File: config.mk
export PLATFORM = sky130hd
export DESIGN_NAME = accelerator_read_strengths_collector
export DESIGN_NICKNAME = d
export VERILOG_FILES = /design/src/rtl/accelerator_pkg.sv /design/src/rtl/accelerator_vector_buffer.sv /design/src/rtl/accelerator_read_strengths_collector.sv
export SDC_FILE = /design/constraint.sdc
export NUM_CORES = 2
export LEC_CHECK = 0
export ABC_CLOCK_PERIOD_IN_PS = 60600
export CORE_ASPECT_RATIO = 1.1
export CORE_UTILIZATION = 45
export DETAILED_ROUTE_END_ITERATION = 8
export GPL_TIMING_DRIVEN = 0
export HOLD_SLACK_MARGIN = 0.06
export PLACE_DENSITY = 0.69
export SYNTH_ARGS = -nofsm -noshare
export SYNTH_HDL_FRONTEND = slang
export SYNTH_HIERARCHICAL = 1
export SYNTH_SLANG_ARGS = --single-unit
File: constraint.sdc
create_clock -name CLK -period 60.6 [get_ports CLK]
set_clock_uncertainty 0.2 [all_clocks]
set_input_delay 18.18 -clock CLK [delete_from_list [all_inputs] [get_ports CLK]]
set_output_delay 18.18 -clock CLK [all_outputs]
set_load 0.02 [all_outputs]
File: src/rtl/accelerator_pkg.sv
// Shared constants and the collector state encoding for the accelerator block family.
// Combinational definitions only; no latency and no flow control of its own.
package accelerator_pkg;

    localparam logic [63:0] ZERO_CONTROL = 64'd0;
    localparam logic [63:0] ONE_CONTROL  = 64'd1;
    localparam logic [63:0] ZERO_DATA    = 64'd0;
    localparam logic [63:0] ONE_DATA     = 64'd1;
    localparam logic        FULL         = 1'b1;
    localparam logic        EMPTY        = 1'b0;

    typedef enum logic [1:0] {
        IDLE    = 2'd0,
        COLLECT = 2'd1,
        DONE    = 2'd2
    } collector_state_t;

endpackage

File: src/rtl/accelerator_vector_buffer.sv
// MAX_R x DATA_SIZE register file: one write port, one registered read port (1-cycle latency)
// that returns zero for indices at or beyond size_r_i; reads see the pre-write value, no backpressure.
module accelerator_vector_buffer #(
    parameter int DATA_SIZE  = 64,
    parameter int MAX_R      = 16,
    parameter int INDEX_SIZE = 4
) (
    input  logic                  clk_i,
    input  logic                  rst_i,
    input  logic                  wr_en_i,
    input  logic [INDEX_SIZE-1:0] wr_index_i,
    input  logic [DATA_SIZE-1:0]  wr_data_i,
    input  logic [INDEX_SIZE-1:0] rd_index_i,
    input  logic [INDEX_SIZE:0]   size_r_i,
    output logic [DATA_SIZE-1:0]  rd_data_o
);

    logic [DATA_SIZE-1:0] mem_q [MAX_R];
    logic [DATA_SIZE-1:0] rd_data_q;
    logic [DATA_SIZE-1:0] rd_data_d;

    // Stale entries past the active vector length are masked rather than cleared.
    assign rd_data_d = ({1'b0, rd_index_i} < size_r_i) ? mem_q[rd_index_i] : '0;

    always_ff @(posedge clk_i or posedge rst_i) begin
        if (rst_i) begin
            for (int i = 0; i < MAX_R; i++) begin
                mem_q[i] <= '0;
            end
            rd_data_q <= '0;
        end else begin
            if (wr_en_i) begin
                mem_q[wr_index_i] <= wr_data_i;
            end
            rd_data_q <= rd_data_d;
        end
    end

    assign rd_data_o = rd_data_q;

endmodule

File: src/rtl/accelerator_read_strengths_collector.sv
// Captures beta(t;i), i = 0..R-1, from the read-strength stream into a vector buffer; READY pulses
// one cycle after the last capture, reads are 1-cycle registered; no backpressure, extra beats drop.
module accelerator_read_strengths_collector
    import accelerator_pkg::*;
#(
    parameter int DATA_SIZE    = 64,
    parameter int CONTROL_SIZE = 64,
    parameter int MAX_R        = 16,
    parameter int INDEX_SIZE   = 4
) (
    input  logic                  CLK,
    input  logic                  RST,
    input  logic                  START,
    output logic                  READY,
    input  logic                  BETA_IN_ENABLE,
    input  logic [DATA_SIZE-1:0]  SIZE_R_IN,
    input  logic [DATA_SIZE-1:0]  BETA_IN,
    input  logic [INDEX_SIZE-1:0] RD_INDEX,
    output logic [DATA_SIZE-1:0]  RD_DATA,
    output logic                  VECTOR_VALID,
    output logic [INDEX_SIZE:0]   COUNT_OUT,
    output logic                  SIZE_ERROR
);

    localparam logic [DATA_SIZE-1:0]  MAX_R_WIDE = DATA_SIZE'(MAX_R);
    localparam logic [INDEX_SIZE:0]   MAX_R_CNT  = (INDEX_SIZE+1)'(MAX_R);

    collector_state_t      state_q;
    logic [INDEX_SIZE:0]   size_r_q;
    logic [INDEX_SIZE:0]   count_q;
    logic                  ready_q;
    logic                  vector_valid_q;
    logic                  size_error_q;

    logic                  oversize;
    logic [INDEX_SIZE:0]   size_r_d;
    logic [INDEX_SIZE:0]   count_d;
    logic                  wr_en;

    // Full-width compare so upper SIZE_R_IN bits can never alias into a small R.
    assign oversize = (SIZE_R_IN > MAX_R_WIDE);
    assign size_r_d = oversize ? MAX_R_CNT : SIZE_R_IN[INDEX_SIZE:0];
    assign count_d  = count_q + 1'b1;
    assign wr_en    = (state_q == COLLECT) && BETA_IN_ENABLE;

    always_ff @(posedge CLK or posedge RST) begin
        if (RST) begin
            state_q        <= IDLE;
            size_r_q       <= '0;
            count_q        <= '0;
            ready_q        <= 1'b0;
            vector_valid_q <= 1'b0;
            size_error_q   <= 1'b0;
        end else begin
            ready_q <= 1'b0;
            case (state_q)
                IDLE: begin
                    if (START) begin
                        size_r_q     <= size_r_d;
                        size_error_q <= oversize;
                        count_q      <= '0;
                        if (size_r_d == '0) begin
                            state_q        <= DONE;
                            ready_q        <= 1'b1;
                            vector_valid_q <= 1'b1;
                        end else begin
                            state_q        <= COLLECT;
                            vector_valid_q <= 1'b0;
                        end
                    end
                end
                COLLECT: begin
                    if (BETA_IN_ENABLE) begin
                        count_q <= count_d;
                        if (count_d == size_r_q) begin
                            state_q        <= DONE;
                            ready_q        <= 1'b1;
                            vector_valid_q <= 1'b1;
                        end
                    end
                end
                DONE: begin
                    state_q <= IDLE;
                end
                default: begin
                    state_q <= IDLE;
                end
            endcase
        end
    end

    accelerator_vector_buffer #(
        .DATA_SIZE  (DATA_SIZE),
        .MAX_R      (MAX_R),
        .INDEX_SIZE (INDEX_SIZE)
    ) u_vector_buffer (
        .clk_i      (CLK),
        .rst_i      (RST),
        .wr_en_i    (wr_en),
        .wr_index_i (count_q[INDEX_SIZE-1:0]),
        .wr_data_i  (BETA_IN),
        .rd_index_i (RD_INDEX),
        .size_r_i   (size_r_q),
        .rd_data_o  (RD_DATA)
    );

    assign READY        = ready_q;
    assign VECTOR_VALID = vector_valid_q;
    assign COUNT_OUT    = count_q;
    assign SIZE_ERROR   = size_error_q;

endmodule

==> flow_summary.ini <==
[logic_synthesis]
synth_cell_types = 42
async_flop_share = 1.00
yosysSeqAreaShare = 0.566
yosysWarnings = 6
ys_seq_elements = 1103
synth_flop_cell = dfrtp_1
syn_inst = 3015
synth_edf_count = 0
syn-num-nets = 3155
syn_area_per_cell_sq_um = 16.2
synth_area_sq_um = 48800

[drt]
avgRoutedWirePerCell_um = 25.2
postRouteAntennaNets = 0
vias_per_cell = 5.69
dr.pass1.iters = 6
dr_total_vias = 27600
wl_um = 122000
drc = 0
drt-initial-drc-count = 1615

[critical_path]
crit_fanout = 118
worstSetupPathType = in2async
endpoint_kind = async pin
crit_start = RST
worst_ep_required_time_ps = 61180
cp.arrival_ps = 21900
critPathTopFamily = buffers and inverters
r2r-end = u_vector_buffer/mem_q[692]
critPathSlowestCell = inv_8
path_cells = clkdlybuf4s50_1, inv_8, buf_16, buf_16, buf_16, buf_16, buf_16
timing.reg2reg.setup_slack_ps = 57240
crit_cells = 7
startpoint_type = input port
cpPeakStageDelay_ps = 570
worstSetupEndpoint = u_vector_buffer/mem_q[100]
crit_top_cell = buf_16
rr_startpoint = state_q[0]
critPathBufInv = 7
reg2reg_depth = 7

[cts]
cts-buffers-inserted = 111
cts_buffer_depth = 3
cts_root_buffer = clkbuf_16
tritoncts = built
clock_sinks = 1103
clkLatencyLatePin_ps = 690
ctsResizeCount = 0
path_clk_slew_ps = 60
cts_hold_buf = 0
htreeDepth = 3
post_cts_buffers = 0

[floorplanning]
die_height_um = 347
io_pins = 208
die_x_um = 316
core_area_sq_um = 107000
row_count = 126
dieArea_sq_um = 110000
start_util = 0.454

[global_route]
grt_overflow = 0
grt_max_degree = 132
grt_first_pass_wirelength_um = 190000
grt_pass1_vias = 29800
track_usage = 0.230
antenna_found_initial = 9

[place]
place_hpwl_um = 81800
gp_congestion = 0.776
place_area_sq_um = 53000
io_buffers = 206

[power]
p_per_area_nw_per_um2 = 44.0
leakage_nw = 25.8
totalPowerFinal_mw = 2.50
peakVddDrop_mv = 0.0277

[sta]
fmax_mhz = 46.9
setup_violations = 0
period_share = 0.352
worstMarginPinSlew_ps = 1230
rsz0062_at_grt = no
finalSetupTns_ps = 0
fin_crit_ps = 21320
finalHoldViolCount = 0
slew_headroom = 0.180
maxSlewViolCount = 0

[final_layout]
n_fill_cell = 8726
syn2layout_area_growth_pct = 16.8
seq_area_sq_um = 27600
layout-drive-gt1-share = 0.495
multi_input_area_sq_um = 19900
final_cell_area_sq_um = 57000
fin_nets = 3491

[min_path]
worstHoldPathType = reg2reg

[job]
drv_cap = 0

[outcome]
status = finished, final reports clean
placed cells by master (no fill, tap or decap), types with 7 or more instances in the layout:
cell type           n
mux4_2            256
clkdlybuf4s50_1   206
nor4_1             16
bufinv_16          12
mux2_2           1088
clkinv_2           23
dfrtp_1          1103
buf_16             12
nor2_1              9
a21oi_1           129
buf_2             116
a22o_1             68
clkbuf_8           32
nand2_1             8
nor2_2              9
clkbuf_16         113
clkbuf_1          135
nand2b_1            7
buf_1               8
buf_6              13
Yosys cell counts (6+ instances only):
| master | number | area, sq um |
|---|---|---|
| inv_1 | 7 | 26.3 |
| a21oi_1 | 129 | 646 |
| buf_2 | 115 | 576 |
| buf_4 | 6 | 45.0 |
| nor2_1 | 19 | 71.3 |
| nand2_1 | 8 | 30.0 |
| clkbuf_1 | 122 | 458 |
| mux2_2 | 1088 | 12300 |
| o21ai_0 | 6 | 30.0 |
| dfrtp_1 | 1103 | 27600 |
| nor4_1 | 16 | 100 |
| nand2b_1 | 7 | 43.8 |
| buf_1 | 9 | 33.8 |
| buf_6 | 12 | 135 |
| a22o_1 | 68 | 596 |
| mux4_2 | 256 | 5770 |
worst min-delay path by stage:
stage	startpoint	end	slack [ps]	cells past startpoint
after CTS	u_vector_buffer/mem_q[706]	u_vector_buffer/mem_q[706]	300	1
after global routing	u_vector_buffer/mem_q[759]	u_vector_buffer/mem_q[759]	300	1
after global placement	u_vector_buffer/mem_q[200]	u_vector_buffer/mem_q[200]	280	1
after detailed placement	u_vector_buffer/mem_q[243]	u_vector_buffer/mem_q[243]	290	1
final	u_vector_buffer/mem_q[759]	u_vector_buffer/mem_q[759]	300	1
after floorplan	u_vector_buffer/mem_q[192]	u_vector_buffer/mem_q[192]	270	1
stage by stage:
stage / hold WS, ps / std cells / setup WS, ps / utilization
2_1_floorplan: 274 / 3015 / 11590 / -
3_3_place_gp: 281 / 4629 / -1440 / 0.490
3_5_place_dp: 287 / 4646 / 38450 / 0.494
4_1_cts: 301 / 4852 / 39170 / 0.531
5_1_grt: 304 / 4854 / 38780 / 0.531
6_report: 299 / 4857 / 39280 / 0.531
routing by layer:
layer  global-route usage  wire (um)  up-vias
li1                     -          -    11900
met1                0.318      54200    15000
met2                0.367      59300      506
met3               0.0425       5580      170
met4               0.0735       3370        6
met5                    0         41        -
worst register-to-register path, stage by stage, from the launching register on:
cell	delay, ps
dfrtp_1	390
nand2_1	60
or2_2	330
inv_1	210
nand3b_1	230
nor2_1	960
buf_2	490
mux2_2	390
final cells by class:
type                    instances  area share
diodes                          5    0.000220
plain buffers                 264      0.0219
clock buffers                 159      0.0583
clock inverters                47      0.0104
inverters                       7    0.000593
multi-input cells            1641       0.350
flip-flops and latches       1103       0.484
well taps                    1408      0.0309
repair buffers                223      0.0432
cells by family after synthesis:
kind of cell / after synthesis / share of synthesized area
AO/OA/AOI/OAI: 210 / 0.0273
flip-flops: 1103 / 0.566
buffers and inverters: 271 / 0.0261
adder cells (fa/ha/maj): 4 / 0.00103
XOR/XNOR: 7 / 0.00141
AND/OR/NAND/NOR: 74 / 0.00857
multiplexers: 1346 / 0.370
state kept, by name, indices dropped and copies added (netlist names):
name                       count
VECTOR_VALID                   1
size_r_q                       5
state_q                        2
SIZE_ERROR                     1
u_vector_buffer/rd_data_o     64
u_vector_buffer/mem_q       1024
COUNT_OUT                      5
READY                          1
report_power, final:
group | switching (mW) | internal, mW | leakage [nW]
sequential | 0.126 | 1.00 | 14.4
clock | 0.292 | 0.432 | 1.93
combinational | 0.251 | 0.400 | 9.43
total | 0.668 | 1.84 | 25.8
(Power assumes the default switching activity.)
